File: src/rtl/sort_engine.sv
// -----------------------------------------------------------------------------
// sort_engine
//   Memory-side bubble-sort coprocessor. Sorts `len` words of data memory in
//   place starting at `base_addr`, ascending or descending, and reports the
//   number of swaps performed. Talks to a single-port data memory with a
//   1-cycle read latency.
//
// Ports
//   CLK         system clock (posedge)
//   rst         asynchronous active-low reset
//   start       one-cycle start pulse, honoured only in IDLE
//   base_addr   first word address (sampled on start)
//   len         number of words (sampled on start)
//   descending  0 = ascending, 1 = descending (sampled on start)
//   busy        high while a sort is in progress (low in the FIN cycle)
//   done        one-cycle completion pulse
//   swap_count  swaps performed by the last sort, saturating
//   mem_addr / mem_rd_en / mem_rdata / mem_wr_en / mem_wdata
//               data memory port; read data arrives one cycle after mem_rd_en
//
// Configuration
//   SORT_EARLY_EXIT_EN  when defined, a pass without any swap ends the sort.
//                       When undefined, len-1 passes are always run.
// -----------------------------------------------------------------------------
module sort_engine #(
    parameter int DATA_W = 16,
    parameter int ADDR_W = 8,
    parameter int LEN_W  = 6,
    parameter int CNT_W  = 16
) (
    input  logic              CLK,
    input  logic              rst,
    input  logic              start,
    input  logic [ADDR_W-1:0] base_addr,
    input  logic [LEN_W-1:0]  len,
    input  logic              descending,
    output logic              busy,
    output logic              done,
    output logic [CNT_W-1:0]  swap_count,
    output logic [ADDR_W-1:0] mem_addr,
    output logic              mem_rd_en,
    input  logic [DATA_W-1:0] mem_rdata,
    output logic              mem_wr_en,
    output logic [DATA_W-1:0] mem_wdata
);

    typedef enum logic [2:0] {
        S_IDLE   = 3'd0,
        S_LOAD_A = 3'd1,
        S_LOAD_B = 3'd2,
        S_CMP    = 3'd3,
        S_WR_A   = 3'd4,
        S_WR_B   = 3'd5,
        S_ADV    = 3'd6,
        S_FIN    = 3'd7
    } state_t;

    localparam logic [LEN_W-1:0]  ONE_L   = LEN_W'(1);
    localparam logic [ADDR_W-1:0] ONE_A   = ADDR_W'(1);
    localparam logic [CNT_W-1:0]  CNT_MAX = {CNT_W{1'b1}};
    localparam logic [CNT_W-1:0]  ONE_C   = CNT_W'(1);

    // Strict compare: equal words never swap, which keeps the sort stable.
    function automatic logic f_swap(input logic [DATA_W-1:0] a,
                                    input logic [DATA_W-1:0] b,
                                    input logic              desc);
        logic res;
        if (desc) begin
            res = (a < b);
        end else begin
            res = (a > b);
        end
        return res;
    endfunction

    state_t              r_state, w_state_nxt;
    logic [ADDR_W-1:0]   r_base, w_base_nxt;
    logic                r_desc, w_desc_nxt;
    logic [LEN_W-1:0]    r_i, w_i_nxt;
    logic [LEN_W-1:0]    r_last, w_last_nxt;
    logic [DATA_W-1:0]   r_a, w_a_nxt;
    logic [DATA_W-1:0]   r_b, w_b_nxt;
    logic                r_pass_swapped, w_ps_nxt;
    logic [CNT_W-1:0]    r_swap_count, w_cnt_nxt;
    logic                r_busy, w_busy_nxt;
    logic                r_done, w_done_nxt;
    logic [ADDR_W-1:0]   r_mem_addr, w_addr_nxt;
    logic                r_rd_en, w_rd_nxt;
    logic                r_wr_en, w_wr_nxt;
    logic [DATA_W-1:0]   r_wdata, w_wdata_nxt;

    // Next-state, datapath and (pre-registered) memory-port decode.
    always_comb begin
        w_state_nxt = r_state;
        w_base_nxt  = r_base;
        w_desc_nxt  = r_desc;
        w_i_nxt     = r_i;
        w_last_nxt  = r_last;
        w_a_nxt     = r_a;
        w_b_nxt     = r_b;
        w_ps_nxt    = r_pass_swapped;
        w_cnt_nxt   = r_swap_count;

        case (r_state)
            S_IDLE: begin
                if (start) begin
                    w_base_nxt = base_addr;
                    w_desc_nxt = descending;
                    w_cnt_nxt  = {CNT_W{1'b0}};
                    w_ps_nxt   = 1'b0;
                    w_i_nxt    = {LEN_W{1'b0}};
                    w_last_nxt = len - ONE_L;
                    if (len < LEN_W'(2)) begin
                        w_state_nxt = S_FIN;
                    end else begin
                        w_state_nxt = S_LOAD_A;
                    end
                end else begin
                    w_state_nxt = S_IDLE;
                end
            end
            S_LOAD_A: w_state_nxt = S_LOAD_B;
            S_LOAD_B: begin
                w_a_nxt     = mem_rdata;
                w_state_nxt = S_CMP;
            end
            S_CMP: begin
                w_b_nxt = mem_rdata;
                if (f_swap(r_a, mem_rdata, r_desc)) begin
                    w_state_nxt = S_WR_A;
                end else begin
                    w_state_nxt = S_ADV;
                end
            end
            S_WR_A: w_state_nxt = S_WR_B;
            S_WR_B: begin
                if (r_swap_count != CNT_MAX) begin
                    w_cnt_nxt = r_swap_count + ONE_C;
                end else begin
                    w_cnt_nxt = r_swap_count;
                end
                w_ps_nxt    = 1'b1;
                w_state_nxt = S_ADV;
            end
            S_ADV: begin
                // i < last always holds here, so i+1 cannot overflow LEN_W.
                if ((r_i + ONE_L) < r_last) begin
                    w_i_nxt     = r_i + ONE_L;
                    w_state_nxt = S_LOAD_A;
                end else if (r_last == ONE_L) begin
                    w_state_nxt = S_FIN;
`ifdef SORT_EARLY_EXIT_EN
                end else if (!r_pass_swapped) begin
                    w_state_nxt = S_FIN;
`endif
                end else begin
                    w_last_nxt  = r_last - ONE_L;
                    w_i_nxt     = {LEN_W{1'b0}};
                    w_ps_nxt    = 1'b0;
                    w_state_nxt = S_LOAD_A;
                end
            end
            S_FIN:   w_state_nxt = S_IDLE;
            default: w_state_nxt = S_IDLE;
        endcase

        // Port values are decoded from the next state so they can be
        // registered and still line up with the state they belong to.
        w_busy_nxt  = (w_state_nxt != S_IDLE) && (w_state_nxt != S_FIN);
        w_done_nxt  = (w_state_nxt == S_FIN);
        w_rd_nxt    = 1'b0;
        w_wr_nxt    = 1'b0;
        w_addr_nxt  = r_mem_addr;
        w_wdata_nxt = r_wdata;
        case (w_state_nxt)
            S_LOAD_A: begin
                w_rd_nxt   = 1'b1;
                w_addr_nxt = w_base_nxt + ADDR_W'(w_i_nxt);
            end
            S_LOAD_B: begin
                w_rd_nxt   = 1'b1;
                w_addr_nxt = r_base + ADDR_W'(r_i) + ONE_A;
            end
            S_WR_A: begin
                w_wr_nxt    = 1'b1;
                w_addr_nxt  = r_base + ADDR_W'(r_i);
                w_wdata_nxt = w_b_nxt;
            end
            S_WR_B: begin
                w_wr_nxt    = 1'b1;
                w_addr_nxt  = r_base + ADDR_W'(r_i) + ONE_A;
                w_wdata_nxt = r_a;
            end
            default: begin
                w_rd_nxt = 1'b0;
                w_wr_nxt = 1'b0;
            end
        endcase
    end

    // FSM state register.
    always_ff @(posedge CLK or negedge rst) begin
        if (!rst) begin
            r_state <= S_IDLE;
        end else begin
            r_state <= w_state_nxt;
        end
    end

    // Datapath, statistics and registered memory-port outputs.
    always_ff @(posedge CLK or negedge rst) begin
        if (!rst) begin
            r_base         <= {ADDR_W{1'b0}};
            r_desc         <= 1'b0;
            r_i            <= {LEN_W{1'b0}};
            r_last         <= {LEN_W{1'b0}};
            r_a            <= {DATA_W{1'b0}};
            r_b            <= {DATA_W{1'b0}};
            r_pass_swapped <= 1'b0;
            r_swap_count   <= {CNT_W{1'b0}};
            r_busy         <= 1'b0;
            r_done         <= 1'b0;
            r_mem_addr     <= {ADDR_W{1'b0}};
            r_rd_en        <= 1'b0;
            r_wr_en        <= 1'b0;
            r_wdata        <= {DATA_W{1'b0}};
        end else begin
            r_base         <= w_base_nxt;
            r_desc         <= w_desc_nxt;
            r_i            <= w_i_nxt;
            r_last         <= w_last_nxt;
            r_a            <= w_a_nxt;
            r_b            <= w_b_nxt;
            r_pass_swapped <= w_ps_nxt;
            r_swap_count   <= w_cnt_nxt;
            r_busy         <= w_busy_nxt;
            r_done         <= w_done_nxt;
            r_mem_addr     <= w_addr_nxt;
            r_rd_en        <= w_rd_nxt;
            r_wr_en        <= w_wr_nxt;
            r_wdata        <= w_wdata_nxt;
        end
    end

    assign busy       = r_busy;
    assign done       = r_done;
    assign swap_count = r_swap_count;
    assign mem_addr   = r_mem_addr;
    assign mem_rd_en  = r_rd_en;
    assign mem_wr_en  = r_wr_en;
    assign mem_wdata  = r_wdata;

endmodule

File: config.mk
export PLATFORM = sky130hd
export DESIGN_NAME = sort_engine
export DESIGN_NICKNAME = d
export VERILOG_FILES = /design/src/rtl/sort_engine.sv
export SDC_FILE = /design/constraint.sdc
export NUM_CORES = 1
export LEC_CHECK = 0
export ABC_AREA = 1
export CAP_MARGIN = 20
export CORE_MARGIN = 2
export CORE_UTILIZATION = 40
export CTS_CLUSTER_DIAMETER = 40
export DETAILED_ROUTE_END_ITERATION = 10
export PLACE_DENSITY = 0.61
export RECOVER_POWER = 25
export SYNTH_ARGS = -nofsm -noshare
export SYNTH_HDL_FRONTEND = slang
export SYNTH_SLANG_ARGS = --single-unit
File: constraint.sdc
create_clock -name CLK -period 9.2 [get_ports CLK]
set_input_delay 2.76 -clock CLK [delete_from_list [all_inputs] [get_ports CLK]]
set_output_delay 2.76 -clock CLK [all_outputs]
set_load 0.005 [all_outputs]
==> results_dict.tcl, run 1 <==
set metrics [dict create \
    run_status "finished with violations" \
    violations "capacitance limit, slew limit" \
    syn_area_um2 5850 \
    pwr_density_cell_nw_per_um2 323 \
    dp_hpwl_um 10500 \
    yosysSeqAreaShare 0.428 \
    area_growth_pct 20.8 \
    grt_max_degree 52 \
    ant_nets 0 \
    fin_crit_sh 0.636 \
    cts.clk_slew.worst_paths_ns 0.07 \
    synth_flop_cell "dfrtp_1" \
    synth.top_cell.area_share 0.428 \
    wl_per_cell_um 14.3 \
    crit_chain "clkdlybuf4s50_1 > nand2_4 > inv_2 > nor2_1 > a21oi_1 > inv_2 > a22oi_1 > inv_2 > ha_1 > nand3_1 > nand2_1 > nand2_1 > nand2_1 > a21oi_1 > nor2_1 > o21ai_0 > xnor2_1 > nand3_1 > nand2_1 > nor2_1 > nor2_1" \
    initial_core_util 0.406 \
    worstHoldPathType "reg -> reg" \
    startpoint_type "input pin" \
    crit_type "in -> reg" \
    final_cells 1001 \
    cts.sinks 100 \
    io_pins 78 \
    die-width_um 125 \
    syn_nets 816 \
    gp_congestion 0.897 \
    port_buffers 77 \
    numPlacedInstances 986 \
    rsz0062_at_grt "no" \
    multi_input_area_um2 2920 \
    synth_area_leaders "dfrtp_1, nand2_1, ha_1, nor2_1, o21ai_0" \
    vias 5086 \
    synth_top_area_cell "dfrtp_1" \
    final_hold_viol_count 0 \
    syn_area_per_cell_um2 7.89 \
    final_nets 888 \
    cp_max_fo 21 \
    die_height_um 125 \
    via_per_inst 5.08 \
    yosys-top-cells-count "nand2_1, dfrtp_1, nor2_1" \
    grt_pass1_wl_um 23900 \
    tightest_slew_ns 2.82 \
    slew-limit-headroom -0.881 \
    grt-ovfl-total 0 \
    cp-end-kind "flip-flop" \
    routed_wl_um 14300 \
    period_minus_slack_ns 5.85 \
    place_area_um2 6770 \
    drt_first_pass_iters 5 \
    grt_pass1_vias 4896 \
    yosys_register_bits 100 \
    antenna_found_initial 0 \
    hold_buffers 0 \
    setup_viol 0 \
    maxCapViolCount 1 \
    cts_buffers 9 \
    irDropWorstVdd_v 0.000139 \
    grt_util_all_layers 0.188 \
    final.setup_skew_ns 0.00977 \
    die_area_um2 15600 \
    stdcell_area_um2 7060 \
    path_buf_inv 4 \
    post_cts_resized 0 \
    rows 44 \
    h-tree-depth 3 \
    synth_edf_count 0 \
    post_cts_buffers 0 \
    cts_tree "done" \
    initialDrtViolationCount 273 \
    fill_cells 1410 \
    power.leakage_nw 3.46 \
    total_power_mw 2.28 \
    synth.most_common_cell "nand2_1" \
    critical-path-top-delay-family "compound AO/OA/AOI/OAI gates" \
    coreArea_um2 14400 \
    clk_latency_ns 0.35 \
    remaining_drc_errors 0 \
    fin_setup_tns_ns 0 \
    max_freq_mhz 171 \
    drv_slew 52 \
    cts_root_buf "clkbuf_16" \
    yosysWarnings 0 \
    critical_path.slowest_cell "clkdlybuf4s50_1" \
    synthCells 741 \
    seq_area_um2 2500 \
    cts_buffer_depth 2 \
    synth.distinct_cells 44 \
    critPathRequiredTime_ns 9.49 \
    critPathMaxStageDelay_ns 0.51 \
    ys_async_sr_fraction 1.00 \
    crit_arrival_ns 6.14 \
    n_antenna_cell 0 \
    layout-drive-gt1-share 0.0649 \
]
-- where the power goes --
group | switching [mW] | internal (mW)
Combinational | 0.714 | 0.446
Clock | 0.168 | 0.218
Sequential | 0.112 | 0.622
-- through the flow --
stage                     setup slack [ns]  utilization  hold slack [ns]
after floorplan                       4.09            -            0.438
after global placement                3.14        0.469            0.456
after detailed placement              3.01        0.469            0.460
after CTS                             3.37        0.490            0.477
after global routing                  3.07        0.490            0.509
final                                 3.35        0.490            0.476
-- final cells by class --
cell class | instances | share of cell area
Tap cell | 184 | 0.0326
Inverter | 91 | 0.0485
Clock buffer | 10 | 0.0338
Sequential cell | 100 | 0.354
Multi-Input combinational cell | 533 | 0.413
Clock inverter | 5 | 0.00850
Timing Repair Buffer | 78 | 0.109
-- registers in the layout (all words and copies together) (netlist names), 3 cells and up --
name and count:
r_last 6, r_a 16, mem_addr 8, r_base 8
swap_count 16, mem_wdata 16, r_i 6, r_b 16
r_state 3
-- worst min-delay path, stage by stage, from the launching register on --
cell and delay, ns:
dfrtp_1 0.33, nand2_1 0.05, nand2_1 0.06
-- cells in the final DEF, fill, tap and decap left out, types with 3 or more instances in the layout --
cell type	n
nand2_1	175
dfrtp_1	100
nor2_1	79
inv_1	74
clkdlybuf4s50_1	66
o21ai_0	58
ha_1	39
a21oi_1	35
nand3_1	32
o21ai_1	28
inv_2	16
xor2_1	15
nand4_1	14
nor3_1	12
dlygate4sd3_1	10
clkbuf_16	9
o22ai_1	5
xnor2_1	5
o211ai_1	3
nor2_4	3
-- worst paths after layout --
kind / slack (ns) / to / depth (start not counted) / startpoint
max: 3.35 / mem_addr[7]$_DFFE_PN0P_ / 21 / start
max in group asynchronous: 4.05 / r_last[3]$_DFFE_PN0P_ / 2 / rst
min: 0.48 / r_b[0]$_DFF_PN0_ / 2 / r_b[0]$_DFF_PN0_
min in group asynchronous: 3.30 / r_b[9]$_DFF_PN0_ / 1 / rst
max reg2reg: 4.99 / mem_addr[6]$_DFFE_PN0P_ / 24 / r_i[1]$_DFF_PN0_
min reg2reg: 0.48 / r_b[0]$_DFF_PN0_ / 2 / r_b[0]$_DFF_PN0_
-- metal layers --
metal	vias up	GRT usage	routed length [um]	part of all wire
met5	-	0	0	0
met3	27	0.0503	604	0.042
met4	0	0.0667	345	0.024
met2	107	0.305	6680	0.47
met1	2383	0.245	6650	0.47
li1	2569	-	-	-
-- cells by family after synthesis --
group                    synth area share
adder cells (fa/ha/maj)            0.0903
XOR/XNOR                           0.0299
AO/OA/AOI/OAI                       0.126
buffers and inverters              0.0734
AND/OR/NAND/NOR                     0.253
flip-flops                          0.428
(Power assumes the default switching activity.)
==> inputs of run 2 (changes only) <==
- clock period: 9.2 -> 6 ns (I/O delays scaled with it)
==> run 2 against run 1 <==
Effect of this change: the run still ends with capacitance limit, slew limit left; count of clock-buffer cells in the layout did not move; largest cell class unchanged; die area did not move; routed wire length rose by 0.11%; worst hold slack improved by 0.0083 ns; sequential share of layout area fell by 0.056 points; power rose by 54%; sequential cell count did not move; critical endpoint unchanged; first-iteration DRC count fell by 5.5%; clock power rose by 58%; clock skew rose by 0.0037 ns; global-route usage fell by 0.061 points.
==> results_dict.tcl, run 2 (synthesized netlist as in run 1, its figures left out) <==
set metrics [dict create \
    die_height_um 125 \
    initial_core_util 0.406 \
    rsz0062_at_grt "no" \
    final_common_cell "nand2_1" \
    run_status "finished with violations" \
    timing.hold.ws_ns 0.484 \
    rows 44 \
    violations "capacitance limit, slew limit" \
    critPathMaxStageDelay_ns 0.52 \
    seq_area_um2 2500 \
    drt_first_pass_iters 4 \
    dp_hpwl_um 10400 \
    cp-end-kind "flip-flop" \
    die_area_um2 15600 \
    critPathRequiredTime_ns 6.28 \
    wl_per_cell_um 14.3 \
    cts_tree "done" \
    cp_max_fo 21 \
    io_pins 78 \
    cts_buffers 9 \
    final_nets 888 \
    reg2reg_setup_slack_ns 1.77 \
    crit_chain "clkdlybuf4s50_1 > nand2_4 > inv_2 > nor2_1 > a21oi_1 > inv_2 > a22o_1 > ha_1 > a21oi_1 > nand2_1 > nand2_1 > nand2_1 > a21oi_1 > nor2_1 > o21ai_0 > xnor2_1 > nand3_1 > nand2_1 > nor2_1 > nor2_1" \
    period_minus_slack_ns 4.92 \
    max_freq_mhz 203 \
    pre_cts_slack_ns 0.755 \
    fill_cells 1447 \
    area_growth_pct 21.0 \
    post_cts_buffers 0 \
    grt_max_degree 65 \
    final_hold_viol_count 0 \
    final.setup_skew_ns 0.0135 \
    cts.clk_slew.worst_paths_ns 0.07 \
    n_antenna_cell 0 \
    grt_pass1_wl_um 23900 \
    cts_root_buf "clkbuf_16" \
    worstHoldPathType "reg -> reg" \
    gp_congestion 0.900 \
    drv_slew 65 \
    cts_buffer_depth 2 \
    crit_type "in -> reg" \
    multi_input_area_um2 2920 \
    hold_buffers 0 \
    slew-limit-headroom -1.36 \
    maxCapViolCount 1 \
    fin_ws_ns 1.08 \
    path_buf_inv 3 \
    post_cts_resized 0 \
    grt-ovfl-total 0 \
    layout-drive-gt1-share 0.0660 \
    fin_crit_sh 0.820 \
    h-tree-depth 3 \
    postLayoutCoreUtil 0.491 \
    routed_wl_um 14300 \
    pwr_density_cell_nw_per_um2 496 \
    antenna_found_initial 0 \
    setup_viol 0 \
    critical_path.slowest_cell "clkdlybuf4s50_1" \
    fin_setup_tns_ns 0 \
    port_buffers 77 \
    numPlacedInstances 986 \
    layout_common_cells "nand2_1, dfrtp_1, nor2_1" \
    grt_util_all_layers 0.188 \
    tightest_slew_ns 3.54 \
    irDropWorstVdd_v 0.000221 \
    power.leakage_nw 3.47 \
    startpoint_type "input pin" \
    vias 5050 \
    ant_nets 0 \
    final_cells 1002 \
    crit_arrival_ns 5.20 \
    via_per_inst 5.04 \
    grt_pass1_vias 4964 \
    cts.sinks 100 \
    coreArea_um2 14400 \
    remaining_drc_errors 0 \
    initialDrtViolationCount 258 \
    clk_latency_ns 0.36 \
    critical-path-top-delay-family "compound AO/OA/AOI/OAI gates" \
    die-width_um 125 \
]
## run 2: changes by cell type in the layout (fill, tap and decap cells not counted)
cell             before  now
clkdlybuf4s50_1      66   65
dlygate4sd3_1        10   11
inv_8                 0    1
## run 2: final cells by class
type                    instances  share of cell area
clock inverters                 6              0.0101
flip-flops and latches        100               0.354
multi-input cells             533               0.412
clock buffers                  10              0.0338
well taps                     184              0.0325
inverters                      91              0.0485
repair buffers                 78               0.109
## run 2: tightest hold or removal path, stage by stage, from the launching register on
cell	delay [ns]
dfrtp_1	0.33
nand2_1	0.05
nand2_1	0.07
## run 2: worst paths after layout
check,start,to,cells past startpoint
worst max-delay path,start,mem_addr[7]$_DFFE_PN0P_,20
worst min-delay path,r_b[0]$_DFF_PN0_,r_b[0]$_DFF_PN0_,2
worst max register to register,r_i[1]$_DFF_PN0_,mem_addr[6]$_DFFE_PN0P_,24
worst min register to register,r_b[0]$_DFF_PN0_,r_b[0]$_DFF_PN0_,2
max in group asynchronous,rst,r_i[0]$_DFF_PN0_,1
min in group asynchronous,rst,mem_wdata[9]$_DFFE_PN0P_,1
## run 2: report_power, final
part | switching, mW | internal, mW | total, mW
combinational | 1.09 | 0.685 | 1.78
sequential | 0.172 | 0.953 | 1.12
clock | 0.271 | 0.339 | 0.610
total | 1.53 | 1.98 | 3.51
## run 2: through the flow
stage | area, um2 | power [mW]
after detailed placement | 6770 | 2.91
after floorplan | 5850 | 2.36
after global placement | 6770 | 2.87
final | 7080 | 3.51
after global routing | 7080 | 3.83
after CTS | 7080 | 3.54
## run 2: routing by layer
layer / vias to the layer above / global-route usage / share of wire
met5: - / 0 / 0
met4: 0 / 0.0536 / 0.016
met3: 19 / 0.0442 / 0.040
met2: 99 / 0.311 / 0.47
met1: 2359 / 0.247 / 0.47
li1: 2573 / - / -
